## src/rtl/snake_input_ctrl.sv

```systemverilog
// Button debouncer, reversal-protected heading register and pause control for the snake game core.
// state     | meaning
// STABLE_LO | level 0 accepted, watching for a rise
// CHECK_HI  | input high, counting 1 ms ticks before accepting
// STABLE_HI | level 1 accepted, watching for a fall
// CHECK_LO  | input low, counting 1 ms ticks before accepting
module snake_input_ctrl #(
    parameter int unsigned DEBOUNCE_MS = 20,
    parameter logic [1:0]  RESET_DIR   = 2'd3
) (
    input  logic       mclk,
    input  logic       clr,
    input  logic       tick1ms,
    input  logic       step_tick,
    input  logic [4:0] btn_raw,
    output logic [4:0] btn_level,
    output logic [4:0] btn_press,
    output logic [1:0] cur_dir,
    output logic       step_out,
    output logic       paused
);

    typedef enum logic [1:0] {STABLE_LO, CHECK_HI, STABLE_HI, CHECK_LO} db_state_t;

    localparam logic [7:0] CNT_LAST = 8'(DEBOUNCE_MS - 1);

    logic [4:0] sync1_q;
    logic [4:0] sync_q;
    db_state_t  db_q  [5];
    db_state_t  db_d  [5];
    logic [7:0] cnt_q [5];
    logic [7:0] cnt_d [5];
    logic [4:0] level_q, level_d;
    logic [4:0] press_q, press_d;
    logic [1:0] cur_dir_q, cur_dir_d;
    logic [1:0] pending_q, pending_d;
    logic       step_q, step_d;
    logic       paused_q, paused_d;

    logic       step_fire;
    logic       win_valid;
    logic [1:0] win_dir;

    always_comb begin
        for (int i = 0; i < 5; i++) begin
            db_d[i]    = db_q[i];
            cnt_d[i]   = cnt_q[i];
            level_d[i] = level_q[i];
            press_d[i] = 1'b0;
            case (db_q[i])
                STABLE_LO: begin
                    if (sync_q[i]) begin
                        db_d[i]  = CHECK_HI;
                        cnt_d[i] = '0;
                    end
                end
                CHECK_HI: begin
                    if (!sync_q[i]) begin
                        db_d[i]  = STABLE_LO;
                        cnt_d[i] = '0;
                    end else if (tick1ms) begin
                        if (cnt_q[i] == CNT_LAST) begin
                            db_d[i]    = STABLE_HI;
                            cnt_d[i]   = '0;
                            level_d[i] = 1'b1;
                            press_d[i] = 1'b1;
                        end else begin
                            cnt_d[i] = cnt_q[i] + 8'd1;
                        end
                    end
                end
                STABLE_HI: begin
                    if (!sync_q[i]) begin
                        db_d[i]  = CHECK_LO;
                        cnt_d[i] = '0;
                    end
                end
                CHECK_LO: begin
                    if (sync_q[i]) begin
                        db_d[i]  = STABLE_HI;
                        cnt_d[i] = '0;
                    end else if (tick1ms) begin
                        if (cnt_q[i] == CNT_LAST) begin
                            db_d[i]    = STABLE_LO;
                            cnt_d[i]   = '0;
                            level_d[i] = 1'b0;
                        end else begin
                            cnt_d[i] = cnt_q[i] + 8'd1;
                        end
                    end
                end
                default: begin
                    db_d[i]  = STABLE_LO;
                    cnt_d[i] = '0;
                end
            endcase
        end
    end

    // A press is judged against the heading that will be in force after this edge,
    // so a step and a press on the same cycle never let the snake reverse.
    always_comb begin
        step_fire = step_tick && !paused_q;
        cur_dir_d = step_fire ? pending_q : cur_dir_q;
        step_d    = step_fire;
        paused_d  = press_q[4] ? !paused_q : paused_q;

        win_valid = |press_q[3:0];
        if (press_q[0])      win_dir = 2'd0;
        else if (press_q[1]) win_dir = 2'd1;
        else if (press_q[2]) win_dir = 2'd2;
        else                 win_dir = 2'd3;

        pending_d = pending_q;
        if (win_valid && (win_dir != cur_dir_d) && (win_dir != (cur_dir_d ^ 2'b01)))
            pending_d = win_dir;
    end

    always_ff @(posedge mclk or posedge clr) begin
        if (clr) begin
            sync1_q   <= '0;
            sync_q    <= '0;
            for (int i = 0; i < 5; i++) begin
                db_q[i]  <= STABLE_LO;
                cnt_q[i] <= '0;
            end
            level_q   <= '0;
            press_q   <= '0;
            cur_dir_q <= RESET_DIR;
            pending_q <= RESET_DIR;
            step_q    <= 1'b0;
            paused_q  <= 1'b1;
        end else begin
            sync1_q   <= btn_raw;
            sync_q    <= sync1_q;
            for (int i = 0; i < 5; i++) begin
                db_q[i]  <= db_d[i];
                cnt_q[i] <= cnt_d[i];
            end
            level_q   <= level_d;
            press_q   <= press_d;
            cur_dir_q <= cur_dir_d;
            pending_q <= pending_d;
            step_q    <= step_d;
            paused_q  <= paused_d;
        end
    end

    assign btn_level = level_q;
    assign btn_press = press_q;
    assign cur_dir   = cur_dir_q;
    assign step_out  = step_q;
    assign paused    = paused_q;

endmodule

```

## config.mk

```make
export PLATFORM = sky130hd
export DESIGN_NAME = snake_input_ctrl
export DESIGN_NICKNAME = d
export VERILOG_FILES = /design/src/rtl/snake_input_ctrl.sv
export SDC_FILE = /design/constraint.sdc
export NUM_CORES = 1
export LEC_CHECK = 0
export ABC_AREA = 1
export ABC_CLOCK_PERIOD_IN_PS = 5400
export BUFFER_PORTS_ARGS = -buffer_cell sky130_fd_sc_hd__buf_4
export CORE_AREA = 2 2 95 97
export CTS_BUF_LIST = sky130_fd_sc_hd__clkbuf_8
export CTS_CLUSTER_DIAMETER = 60
export DETAILED_ROUTE_END_ITERATION = 10
export DIE_AREA = 0 0 97 99
export PLACE_DENSITY = 0.72
export SYNTH_ARGS = -nofsm -noshare
export SYNTH_HDL_FRONTEND = slang
export SYNTH_SLANG_ARGS = --single-unit
export TNS_END_PERCENT = 100
```

## constraint.sdc

```tcl
create_clock -name mclk -period 5.4 [get_ports mclk]
set_input_delay 0 -clock mclk [delete_from_list [all_inputs] [get_ports mclk]]
set_output_delay 0 -clock mclk [all_outputs]
set_load 0.02 [all_outputs]
```

---- After elaboration in Yosys (flattened, before gate mapping) ----
Cells that the tools add are included.
W data, S select, Z words.
cells by class
  $add $sub $neg .......................... 5
  eq/ne operators ......................... 82
  multiplexer cells ....................... 139
  bitwise operators ....................... 1
  reduce and logical (&&, ||, !) cells .... 30
operators by type and width
  cell                   number
  $mux W8                30
  $pmux W8 S4            5
  $mux W2                43
  $ne A2 B2 Y1 const B   40
  $ne A3 B3 Y1 const B   20
  $mux W1                51
  $add A8 B1 Y8 const B  5
  $eq A8 B5 Y1 const B   5
  $pmux W2 S4            5
  $reduce_and A7 Y1      5
  $reduce_and A6 Y1      5
  $eq A2 B2 Y1 const B   10
  $eq A2 B1 Y1 const B   5
  $logic_not A2 Y1       5
  $pmux W1 S2            5
  $reduce_and A2 Y1      5
  $reduce_bool A2 Y1     5
  $ne A2 B2 Y1           2
  $reduce_or A4 Y1       1
  $logic_and A1 B1 Y1    3
  $logic_not A1 Y1       1
  $not A1 Y1             1
storage, ports and cells
  flip-flop bits (word level) ............. 76
  input port bits ......................... 9
  output and inout bits ................... 14
  word-level logic and storage cells ...... 279

---- Longest topological paths before layout ----
Gate-level depths: netlist of the first run.
  depth after elaboration ................. 6
  mapped depth ............................ 10
  mapped depth without buffers ............ 10

---- Worst setup path before layout of the first run ----
Ideal clock, no wire load.
  kind .................................... register to register
  start ................................... register cnt_q[24] (netlist bit)
  end ..................................... register cnt_q[25] (netlist bit)
  setup time .............................. 0.121 ns
  data arrival time ....................... 1.160 ns
  required time ........................... 5.279 ns
  path slack .............................. 4.118 ns
  stages on the path, launching flop included .. 9
  path buffers ............................ 0
  period minus slack after synthesis ...... 1.282 ns
  cells stage by stage .................... dfrtp_1 > ha_1 > nand3_1 > nor2_1 > nand2_1 > nand2_1 > nand2_1 > inv_1 > nor2_1
between the ends
  word-level cells in the longest chain between the ends .. 5
  elaborated cells on any way between the ends .. 7
  classes of those cells .................. add/sub (1); eq/ne (1); mux (5)
RTL lines
  element                                               line    RTL
  from (decl)                                           31      logic [7:0] cnt_q [5];
  from (signal, indexed assignment)                     138     cnt_q[i] <= cnt_d[i];
  $add A8 B1 Y8 / $eq A8 B5 Y1 (equally long branches)  --
  $mux W8 *                                             62, 83
  $mux W8 *                                             61      end else if (tick1ms) begin
  $mux W8 (on tied branches)                            79, 58
  $pmux W8 S4 *                                         50      case (db_q[i])
Every way passes the cells marked *; elsewhere a longest branch is shown, timed or not.
A chain may end at the register's enable or synchronous reset.

---- Worst setup path after layout of the first run ----
Same ends and word-level chain as after synthesis.

==> results.py, run 1 <==
metrics = {
    "power_and_ir_drop": {
        "power.density_nw_per_um2": 284.9,
        "power.internal_w": 0.0008903,
        "pwr-share-clk_pct": 36.6,
        "ir_worst_vdd_mv": 0.1050,
        "power_frac_comb_pct": 12.9,
        "swShare_pct": 28.15,
        "seq_power_share_pct": 50.5,
        "p_leak_nw": 2.210,
        "power_switching_w": 0.0003488,
    },
    "clock_tree": {
        "clk_pin_slew_worst_paths_ps": 80,
        "clock_sinks": 76,
        "cts_tree": "done",
        "clock_latency_ps": 350,
        "clockRootBuffer": "clkbuf_8",
        "cts_max_level": 3,
        "clock_path_buffers": 2,
        "cts_setup_buffers": 0,
        "numCtsBuffers": 9,
    },
    "yosys": {
        "synth_top_area_share_pct": 46.77,
        "netlist_instances": 473,
        "postSynthAreaPerCell_sq_um": 8.031,
        "yosysSeqAreaShare_pct": 50.23,
        "synth.area.top_cells": "dfrtp_1 47%, nand2_1 13%, inv_1 7.6%",
        "syn_nets": 487,
        "netlist_area_sq_um": 3799,
        "synth_top_area_cell": "dfrtp_1",
        "synthDistinctLibCells": 35,
        "ys_seq_elements": 76,
        "yosysWarnings": 0,
    },
    "detailed_routing": {
        "vias": 3056,
        "top_layer": "met4",
        "met3_length_um": 239,
        "drc_errors": 0,
        "wire_per_inst_um": 11.26,
        "met1_length_um": 3245,
        "routed-wl-met2_um": 3453,
        "ant_nets": 0,
        "drt_wl_total_um": 7024,
        "drt_iter0_markers": 157,
        "via_per_inst": 4.897,
        "dr.pass1.iters": 5,
    },
    "floorplanning": {
        "fp.coreArea_sq_um": 8551,
        "die_area_sq_um": 9603,
        "die_w_um": 97,
        "rows": 34,
        "initial_core_util_pct": 44.42,
        "die_h_um": 99,
        "pin_count": 23,
    },
    "cells_and_area": {
        "drive_gt1_share_pct": 14.34,
        "n_antenna_cell": 0,
        "nets": 525,
        "fin_cells": 624,
        "mostFrequentLayoutCell": "nand2_1",
        "area_growth_pct": 14.49,
        "mostFrequentLayoutCells": "131 x nand2_1, 76 x inv_1, 71 x dfrtp_1, 50 x nor2_1, 29 x o21ai_0",
    },
    "status": {
        "status": "completed",
    },
    "worst_setup_path": {
        "cp-end-kind": "flip-flop",
        "criticalPathCategory": "flip-flop to flip-flop",
        "required_ps": 5640,
        "cp_max_fo": 4,
        "startpoint_type": "flip-flop",
        "crit_arrival_ps": 1730,
    },
    "placement": {
        "place_congestion": 0.8375,
        "port_buffers": 22,
        "post-place-cells": 601,
        "place.detailed.hpwl_um": 4957,
    },
    "timing": {
        "final-max-slew-violation-count": 0,
        "hold_viol_final": 0,
        "relSlewSlack_pct": 38.18,
        "setup_viol": 0,
        "tns_ps": 0,
        "worst_pin_slew_ps": 927.4,
        "skew_ps": 11.67,
        "max_freq_ghz": 0.6725,
        "finalCritPeriodShare_pct": 27.54,
        "fin_crit_ps": 1487,
        "rsz0062_at_grt": "no",
    },
    "global_route": {
        "antenna_found_initial": 0,
        "grt_max_degree": 77,
        "grt_use_total_pct": 16.25,
        "grt_pass1_vias": 3024,
        "grt_overflow": 0,
        "grt_pass1_wl_um": 12750,
    },
    "hold_path": {
        "hp-class": "input pin to flip-flop",
    },
    "run": {
        "maxCapViolCount": 0,
    },
}
## critical path, stage by stage, from the launching register on
cell	delay, ps
dfrtp_1	390
ha_1	220
nand3_1	100
nor2_1	170
nand2_1	90
nand2_1	110
nand2_1	120
inv_1	120
nor2_1	50
## cell families (layout without fill, tap and decap cells)
kind of cell / Yosys count / in the layout / synth area share (%)
AND/OR/NAND/NOR: 251 / 251 / 29.97
buffers and inverters: 82 / 125 / 8.794
flip-flops: 76 / 76 / 50.23
AO/OA/AOI/OAI: 51 / 51 / 7.510
XOR/XNOR: 8 / 8 / 1.845
adder cells (fa/ha/maj): 5 / 5 / 1.647
## layer usage
metal / vias up / track usage [%]
met5: - / 0
met4: 0 / 7.584
met3: 6 / 4.043
met2: 43 / 27.35
met1: 1450 / 19.73
li1: 1557 / -
## Yosys cell counts
cell type  instances
o21ai_1            2
nand3_4            1
nor3_4             1
nand3_2            4
a21oi_2            2
nand2_2            6
dfrtp_1           71
inv_1             77
o21ai_0           29
nand2_4            3
o22ai_1            1
a31o_2             1
buf_8              1
dfstp_2            5
o21ai_2            1
nor3_1            10
a21boi_0           1
nor2_1            50
inv_2              2
xor2_1             7
or2_0              1
and2_1             1
nand3_1           28
xnor2_1            1
a21oi_1           10
nand2_1          131
nor3_2             2
a22oi_1            1
nor2_2             4
buf_6              2
o2111ai_1          1
nand4_1            7
ha_1               5
o21bai_1           2
nor2_4             2
## through the flow
step / instance area, sq um / total power (W) / hold slack [ps] / worst slack (ps) / utilization (%)
global route: 4349 / 0.001314 / 114.6 / 3687 / 50.86
CTS: 4349 / 0.001255 / 88.08 / 3920 / 50.86
floorplan: 3799 / 0.0007539 / 31.43 / 3470 / -
detailed placement: 4069 / 0.0007938 / 110.8 / 3940 / 47.59
finish: 4349 / 0.001239 / 106.3 / 3913 / 50.86
global placement: 4069 / 0.0007864 / 110.0 / 3954 / 47.59
## cell type report
cell class | instances | area, sq um
Clock buffer | 11 | 151.4
Tap cell | 108 | 135.1
Inverter | 79 | 296.5
Multi-Input combinational cell | 315 | 1556
Clock inverter | 5 | 58.81
Timing Repair Buffer | 30 | 242.7
Fill cell | 790 | 4202
Sequential cell | 76 | 1908
## flip-flops by register name (all words and copies together), names as in the netlist, named ones only
name and cells:
cnt_q 40, btn_level 5, btn_press 5, db_q 5, sync1_q 5, sync_q 5
cur_dir 2, pending_q 2, paused 1, step_out 1
## what timing repair did
item                      CTS  global route
hold endpoints to repair   79             0
hold buffers                7             0
gates resized for setup     0             0
## power by group through the flow
stage / Combinational (W) / Clock (W) / Sequential, W
after detailed placement: 0.000157 / 0 / 0.000637
after global routing: 0.000186 / 0.000496 / 0.000631
after floorplan: 0.000122 / 0 / 0.000632
final: 0.000160 / 0.000453 / 0.000626
after CTS: 0.000162 / 0.000467 / 0.000626
after global placement: 0.000151 / 0 / 0.000635
## final timing paths
kind	cells after the start	to	slack, ps	start
setup / recovery	8	cnt_q[25]	3910	cnt_q[24]
max in group asynchronous	4	cnt_q[36]	4300	clr
setup reg to reg	8	cnt_q[25]	3910	cnt_q[24]
min in group asynchronous	4	btn_press[3]	490	clr
hold / removal	3	cnt_q[17]	110	tick1ms
hold reg to reg	0	sync_q[0]	350	sync1_q[0]
No activity file was read; power rests on OpenSTA's default activity.
==> run 2: changes to the inputs <==
--- a/config.mk
+++ b/config.mk
@@ -6,7 +6,7 @@
 export NUM_CORES = 1
 export LEC_CHECK = 0
 export ABC_AREA = 1
-export ABC_CLOCK_PERIOD_IN_PS = 5400
+export ABC_CLOCK_PERIOD_IN_PS = 1550
 export BUFFER_PORTS_ARGS = -buffer_cell sky130_fd_sc_hd__buf_4
 export CORE_AREA = 2 2 95 97
 export CTS_BUF_LIST = sky130_fd_sc_hd__clkbuf_8
==> constraint.sdc (replaced) <==
create_clock -name mclk -period 1.55 [get_ports mclk]
set_input_delay 0 -clock mclk [delete_from_list [all_inputs] [get_ports mclk]]
set_output_delay 0 -clock mclk [all_outputs]
set_load 0.02 [all_outputs]
==> run 2 against run 1 <==
Net effect:
- design area rose by 1.6%
- setup slack got worse by 3800 ps
- maximum frequency rose by 3.9%
- clock-buffer cell count fell by 2
- critical path depth fell by 2
- wire length fell by 2.3%
- die area did not move
- clock power rose to 3.7 times the previous value
- non-clock buffer count rose by 2
- clock skew fell by 2.3 ps
- critical path type unchanged
- critical endpoint is now cnt_q[36]
- largest power group unchanged
- highest routed layer unchanged
==> results.py, run 2 (synthesis gave the netlist of run 1 again) <==
metrics = {
    "cells_and_area": {
        "area_growth_pct": 16.37,
        "fin_cells": 626,
        "final_core_util_pct": 51.70,
        "drive_gt1_share_pct": 15.64,
        "mostFrequentLayoutCell": "nand2_1",
        "largest_register_ffs": 40,
        "n_antenna_cell": 0,
        "regMostFlops": "cnt_q",
        "nets": 527,
        "mostFrequentLayoutCells": "130 x nand2_1, 76 x inv_1, 71 x dfrtp_1, 49 x nor2_1, 28 x o21ai_0",
        "fin_area_sq_um": 4420,
    },
    "clock_tree": {
        "clock_path_buffers": 2,
        "clockRootBuffer": "clkbuf_8",
        "clock_sinks": 76,
        "clock_latency_ps": 350,
        "clk_pin_slew_worst_paths_ps": 80,
        "cts_max_level": 3,
        "numCtsBuffers": 9,
        "cts_tree": "done",
    },
    "global_route": {
        "grt_use_total_pct": 15.33,
        "grt_max_degree": 77,
        "grt_pass1_wl_um": 12250,
        "antenna_found_initial": 0,
        "grt_overflow": 0,
        "grt_pass1_vias": 2907,
    },
    "floorplanning": {
        "rows": 34,
        "pin_count": 23,
        "die_w_um": 97,
        "initial_core_util_pct": 44.42,
        "fp.coreArea_sq_um": 8551,
        "die_area_sq_um": 9603,
        "die_h_um": 99,
    },
    "run": {
        "maxCapViolCount": 0,
    },
    "timing": {
        "setup_viol": 0,
        "fin_crit_ps": 1432,
        "hold_viol_final": 0,
        "worst_pin_slew_ps": 406.4,
        "tns_ps": 0,
        "finalCritPeriodShare_pct": 92.37,
        "skew_ps": 9.412,
        "final-max-slew-violation-count": 0,
        "relSlewSlack_pct": 72.91,
        "max_freq_ghz": 0.6985,
    },
    "detailed_routing": {
        "ant_nets": 0,
        "vias": 3022,
        "dr.pass1.iters": 4,
        "drt_iter0_markers": 125,
        "drt_wl_total_um": 6863,
        "via_per_inst": 4.827,
        "wire_per_inst_um": 10.96,
        "drc_errors": 0,
    },
    "power_and_ir_drop": {
        "p_leak_nw": 2.228,
        "ir_worst_vdd_mv": 0.4185,
        "total_power_w": 0.004431,
        "power.density_nw_per_um2": 1002,
    },
    "worst_setup_path": {
        "crit_arrival_ps": 1660,
        "criticalPathCategory": "flip-flop to flip-flop",
        "startpoint_type": "flip-flop",
        "cp-end-kind": "flip-flop",
        "required_ps": 1780,
        "cp_max_fo": 3,
    },
    "placement": {
        "port_buffers": 22,
        "place_congestion": 0.8102,
        "placed_area_sq_um": 4093,
        "post-place-cells": 602,
        "place.detailed.hpwl_um": 4813,
    },
    "status": {
        "status": "completed",
    },
    "hold_path": {
        "hp-class": "input pin to flip-flop",
    },
}
==> run 2: routing by layer <==
metal	routed length, um	share of wire, %	GRT usage, %
met5	0	0	0
met4	121	1.8	6.392
met3	217	3.2	3.050
met2	3298	48	26.82
met1	3225	47	18.56
==> run 2: worst max-delay path: stages (launching register included) <==
cell and delay (ps):
dfrtp_1 420, ha_1 220, nand4_1 150, nor2_2 190, nor2_1 80, nor2_1 200, nor2_1 80
==> run 2: power breakdown <==
group          switching (W)  internal, W  total, W
Clock               0.000751     0.000914   0.00166
Sequential         0.0000967      0.00209   0.00218
Combinational       0.000382     0.000200  0.000582
==> run 2: layout make-up <==
type | instances | area [sq um]
clock buffers | 9 | 123.9
inverters | 79 | 300.3
repair buffers | 32 | 270.3
multi-input cells | 315 | 1584
clock inverters | 7 | 98.84
flip-flops and latches | 76 | 1908
well taps | 108 | 135.1
fillers | 745 | 4130
==> run 2: what timing repair did <==
action / CTS / global route
endpoints found under the hold margin: 79 / 0
setup buffers: 0 / 1
hold buffers: 7 / 0
endpoints found under the setup margin: 0 / 24
gates resized for setup: 0 / 7
==> run 2: through the flow <==
stage | setup slack (ps) | hold slack, ps
after floorplan | 268.5 | 31.43
after global placement | 141.1 | 109.6
after detailed placement | 120.6 | 110.4
after CTS | 100.4 | 83.24
after global routing | -8.222 | 100.4
final | 118.3 | 93.03
==> run 2: worst paths after layout <==
path	start	to	slack, ps	cells past startpoint
min	tick1ms	cnt_q[17]	90	3
max	cnt_q[32]	cnt_q[36]	120	6
min reg2reg	sync1_q[4]	sync_q[4]	350	0
min in group asynchronous	clr	cnt_q[31]	300	4
max in group asynchronous	clr	cur_dir[1]	890	4
max reg2reg	cnt_q[32]	cnt_q[36]	120	6
